## config.mk

```make
export PLATFORM = sky130hd
export DESIGN_NAME = seg7_ctrl
export DESIGN_NICKNAME = d
export VERILOG_FILES = /design/src/rtl/seg7_ctrl.sv
export SDC_FILE = /design/constraint.sdc
export NUM_CORES = 1
export LEC_CHECK = 0
export ABC_AREA = 1
export BUFFER_PORTS_ARGS = -buffer_cell sky130_fd_sc_hd__buf_2
export CORE_MARGIN = 2
export CORE_UTILIZATION = 36
export CTS_CLUSTER_DIAMETER = 80
export DETAILED_ROUTE_END_ITERATION = 7
export GPL_TIMING_DRIVEN = 1
export HOLD_SLACK_MARGIN = 0.15
export PLACE_DENSITY = 0.55
export SLEW_MARGIN = 15
export SYNTH_ARGS = -nofsm -noshare
export SYNTH_HDL_FRONTEND = slang
export SYNTH_SLANG_ARGS = --single-unit
```

## constraint.sdc

```tcl
create_clock -name clk -period 1.3 [get_ports clk]
set_clock_uncertainty 0.05 [all_clocks]
set_input_delay 0.325 -clock clk [delete_from_list [all_inputs] [get_ports clk]]
set_output_delay 0.325 -clock clk [all_outputs]
set_load 0.01 [all_outputs]
```

## src/rtl/seg7_ctrl.sv

```systemverilog
// Display register file, scan/blink phase counters and a 14-step double-dabble BCD converter.
// Conversion latency 15 clocks from accept; bin_ready drops while busy. Option: SEG7_OVF_POINT_EN flags overflow on point[3:0].
module seg7_ctrl #(
    parameter int SCAN_DIV  = 17,
    parameter int BLINK_DIV = 25
) (
    input  logic        clk,
    input  logic        rst,
    input  logic        wr_en,
    input  logic [1:0]  wr_addr,
    input  logic [31:0] wr_data,
    input  logic        bin_valid,
    input  logic [13:0] bin_value,
    output logic        bin_ready,
    output logic [31:0] data,
    output logic [7:0]  point,
    output logic [7:0]  LES,
    output logic [1:0]  clkScan,
    output logic        clkBlink
);

    typedef enum logic [1:0] {
        IDLE = 2'd0,
        CONV = 2'd1,
        DONE = 2'd2
    } state_t;

    localparam logic [13:0] BIN_MAX = 14'd9999;

    state_t                 r_state;
    state_t                 w_state_nxt;
    logic [SCAN_DIV-1:0]    r_scan_cnt;
    logic [BLINK_DIV-1:0]   r_blink_cnt;
    logic [31:0]            r_data;
    logic [7:0]             r_point;
    logic [7:0]             r_les;
    logic [13:0]            r_bin;
    logic [15:0]            r_bcd;
    logic [3:0]             r_iter;
    logic [15:0]            w_bcd_adj;
    logic [13:0]            w_bin_sat;
    logic                   w_accept;
    logic                   w_wr_data;
    logic                   w_wr_point;
    logic                   w_wr_les;
`ifdef SEG7_OVF_POINT_EN
    logic                   r_ovf;
`endif

    assign w_wr_data  = wr_en && (wr_addr == 2'd0);
    assign w_wr_point = wr_en && (wr_addr == 2'd1);
    assign w_wr_les   = wr_en && (wr_addr == 2'd2);
    assign w_bin_sat  = (bin_value > BIN_MAX) ? BIN_MAX : bin_value;
    assign w_accept   = bin_valid && bin_ready;

    // Ready is gated by rst so no request can be taken during reset.
    assign bin_ready = (r_state == IDLE) && !rst;

    always_comb begin
        w_bcd_adj = r_bcd;
        for (int k = 0; k < 4; k++) begin
            if (r_bcd[4*k +: 4] >= 4'd5) begin
                w_bcd_adj[4*k +: 4] = r_bcd[4*k +: 4] + 4'd3;
            end
        end
    end

    always_ff @(posedge clk) begin
        if (rst) begin
            r_state <= IDLE;
        end else begin
            r_state <= w_state_nxt;
        end
    end

    always_comb begin
        w_state_nxt = r_state;
        case (r_state)
            IDLE: if (w_accept) w_state_nxt = CONV;
            CONV: if (r_iter == 4'd13) w_state_nxt = DONE;
            DONE: w_state_nxt = IDLE;
            default: w_state_nxt = IDLE;
        endcase
    end

    always_ff @(posedge clk) begin
        if (rst) begin
            r_scan_cnt  <= '0;
            r_blink_cnt <= '0;
        end else begin
            r_scan_cnt  <= r_scan_cnt + {{(SCAN_DIV-1){1'b0}}, 1'b1};
            r_blink_cnt <= r_blink_cnt + {{(BLINK_DIV-1){1'b0}}, 1'b1};
        end
    end

    always_ff @(posedge clk) begin
        if (rst) begin
            r_bin  <= '0;
            r_bcd  <= '0;
            r_iter <= '0;
        end else if (r_state == IDLE && w_accept) begin
            r_bin  <= w_bin_sat;
            r_bcd  <= '0;
            r_iter <= '0;
        end else if (r_state == CONV) begin
            r_bcd  <= {w_bcd_adj[14:0], r_bin[13]};
            r_bin  <= {r_bin[12:0], 1'b0};
            r_iter <= r_iter + 4'd1;
        end
    end

`ifdef SEG7_OVF_POINT_EN
    always_ff @(posedge clk) begin
        if (rst) begin
            r_ovf <= 1'b0;
        end else if (r_state == IDLE && w_accept) begin
            r_ovf <= (bin_value > BIN_MAX);
        end
    end
`endif

    // A bus write always beats the converter result landing in the same cycle.
    always_ff @(posedge clk) begin
        if (rst) begin
            r_data <= '0;
        end else if (w_wr_data) begin
            r_data <= wr_data;
        end else if (r_state == DONE) begin
            r_data[15:0] <= r_bcd;
        end
    end

    always_ff @(posedge clk) begin
        if (rst) begin
            r_point <= '0;
        end else if (w_wr_point) begin
            r_point <= wr_data[7:0];
`ifdef SEG7_OVF_POINT_EN
        end else if (r_state == DONE) begin
            r_point[3:0] <= r_ovf ? 4'hF : 4'h0;
`endif
        end
    end

    always_ff @(posedge clk) begin
        if (rst) begin
            r_les <= '0;
        end else if (w_wr_les) begin
            r_les <= wr_data[7:0];
        end
    end

    assign data     = r_data;
    assign point    = r_point;
    assign LES      = r_les;
    assign clkScan  = r_scan_cnt[SCAN_DIV-1:SCAN_DIV-2];
    assign clkBlink = r_blink_cnt[BLINK_DIV-1];

endmodule

```

==> reports/qor.yml <==
run_status: "finished, violations left"
failed_checks: "negative setup slack"
antenna_found_initial: 0
grt_start_max_net_pins: 33
std_cell_rows: 46
max_clock_freq_mhz: 675.1
timing.final.crit_share_pct: 113.9
dr.first_iter.drc_count: 357
critPathCaptureType: "output port"
critPathLaunchType: "register"
cap_viol_max_count: 0
crit_required_ns: 0.93
fp.dieW_um: 130.8
clock_tree.htree_level_count: 4
netlist_instances: 816
core_area_sq_mm: 0.01583
yosysWarningCount: 0
clock_path_buffers: 2
synthToLayoutAreaGrowth_pct: 45.85
avgSynthCellArea_sq_um: 7.096
final_layout_size_suffix_gt1_share_pct: 34.78
power.leakage_nw: 3.614
vias_in_the_first_global_route: 5052
drc_errors: 0
clock_pin_slew_reported_for_the_worst_setup_and_hold_paths_after_clock_tree_synthesis_ns: 0.06
grt_use_total_pct: 17.04
clockRootBuffer: "sky130_fd_sc_hd__clkbuf_16"
number_of_clock_buffers_inserted_by_tritoncts: 17
synth-edff-count: 0
design.final.nets: 1087
criticalPathCategory: "reg -> out"
wl_per_cell_um: 11.86
rsz0062_at_grt: "yes"
io_buffers: 103
detail_route.wirelength_um: 14840
final_antenna_net_count: 0
holdCritPathClass: "in -> reg"
fraction_of_registers_with_async_set_reset_pct: 0
syn-cell-area_sq_mm: 0.005791
fp.dieArea_sq_mm: 0.01712
dpl.hpwl_um: 10300
global_route_wire_length_before_repair_um: 23230
slew-limit-headroom_pct: 78.53
final.setup.tns_ns: -0.3335
yosys_most_used_dff: "sky130_fd_sc_hd__dfxtp_1"
floorplan.initialDensity_pct: 36.58
final_max_slew_viol_count: 0
antenna_cells: 0
power_per_cell_area_mw_per_mm2: 1150
grt_overflow_total: 0
clock-sinks: 126
setup_ws_ns: -0.1813
period_minus_slack_ns: 1.481
synth_nets: 880
ys_types: 36
num_vias: 5767
timing.final.hold_violations: 0
last_weighted_congestion_value_of_the_routability_driven_placer: 0.8130
tightest_slew_ns: 0.3221
timing.final.setup_violations: 6
critPathArrivalTime_ns: 1.11
insertion_delay_ns: 0.41
holdWs_ns: 0.1732
drt-vias-per-instance: 4.610
die_h_um: 130.8
ys_seq_elements: 126
cp_max_fo: 3
cts_tree: "done"
max-vdd-ir-drop_uv: 1051
drt_pass1_iterations: 5
ios: 104
seq_area_frac_synth_pct: 43.56
## where the power goes
part | total (W) | internal [W] | switching, W
clock | 0.00437 | 0.00266 | 0.00172
combinational | 0.00119 | 0.000586 | 0.000609
sequential | 0.00415 | 0.00404 | 0.000114
total | 0.00972 | 0.00728 | 0.00244
## logic make-up (layout without fill, tap and decap cells)
| kind of cell | after synthesis | in the layout | synth area share (%) |
|---|---|---|---|
| AND/OR/NAND/NOR | 382 | 382 | 28.50 |
| flip-flops | 126 | 126 | 43.56 |
| adder cells (fa/ha/maj) | 12 | 12 | 2.593 |
| XOR/XNOR | 12 | 12 | 1.815 |
| buffers and inverters | 116 | 335 | 8.384 |
| AO/OA/AOI/OAI | 168 | 168 | 15.15 |
## cell type report
| type | count | area [sq um] |
|---|---|---|
| clock inverters | 10 | 92.59 |
| multi-input cells | 574 | 3114 |
| inverters | 85 | 319.1 |
| repair buffers | 219 | 1610 |
| flip-flops and latches | 126 | 2589 |
| well taps | 216 | 270.3 |
| clock buffers | 21 | 450.4 |
| fillers | 1506 | 7382 |
## critical path: stages (launching register included)
cell and delay [ns]:
sky130_fd_sc_hd__dfxtp_2 0.34, sky130_fd_sc_hd__nor3_4 0.19, sky130_fd_sc_hd__buf_2 0.17
## worst paths after layout
kind	from	end	slack, ns	cells after the start
worst max-delay path	r_state[1]	bin_ready	-0.18	2
worst min-delay path	wr_data[0]	point[0]	0.17	3
worst max register to register	r_blink_cnt[0]	r_blink_cnt[22]	-0.07	8
worst min register to register	LES[4]	LES[4]	0.39	2
## layout by cell type (no fill, tap or decap), drive strengths merged
master	instances
a211oi	1
nor2	133
buf	192
xnor2	2
ha	12
and2	2
a21oi	60
dfxtp	126
bufinv	1
nand3	32
nand3b	6
or2	2
clkinvlp	4
a31oi	19
nor3	13
nor3b	2
nand4	9
xor2	10
and3	1
inv	83
clkinv	7
nand2	182
clkbuf	21
o21ai	84
dlygate4sd3	27
o21bai	4
## registers in the layout, summed over array words and instances (netlist names)
register     flops
data            32
r_bin           14
point            8
r_scan_cnt      17
r_bcd           16
r_iter           4
r_state          2
r_blink_cnt     25
LES              8
## cells in the mapped netlist, types with 12 or more instances
cell	n	share of area (%)
sky130_fd_sc_hd__a21oi_1	60	5.2
sky130_fd_sc_hd__a31oi_1	19	2.1
sky130_fd_sc_hd__buf_2	13	1.1
sky130_fd_sc_hd__dfxtp_1	126	44
sky130_fd_sc_hd__ha_1	12	2.6
sky130_fd_sc_hd__inv_1	71	4.6
sky130_fd_sc_hd__nand2_1	178	12
sky130_fd_sc_hd__nand3_1	30	2.6
sky130_fd_sc_hd__nor2_1	127	8.2
sky130_fd_sc_hd__o21ai_0	67	5.8
sky130_fd_sc_hd__o21ai_1	17	1.5
## routing by layer
metal / GRT usage, % / vias up / share of wire [%]
met3: 3.624 / 24 / 3.6
met4: 7.071 / 0 / 2.1
met5: 0 / - / 0
met2: 27.05 / 110 / 46
met1: 22.56 / 2576 / 48
li1: - / 3057 / -
## metrics by stage
stage	worst slack, ns	cells	util [%]	total power, W	cell area [sq um]
CTS	-0.1958	1245	50.78	0.009751	8038
global route	-0.2164	1251	53.36	0.01017	8446
detailed placement	-0.07373	1186	45.08	0.005275	7134
floorplan	0.002002	816	-	0.004789	5812
global placement	-0.05449	1186	45.08	0.005274	7134
finish	-0.1813	1251	53.36	0.009716	8446
## timing repair
item,4_1_cts,5_1_grt
hold endpoints to repair,27,0
pin swaps,9,39
gates resized for setup,36,120
setup endpoints to repair,27,87
buffers inserted,1,6
hold buffers,27,0
Note: power is estimated with default switching activity, not from simulation.
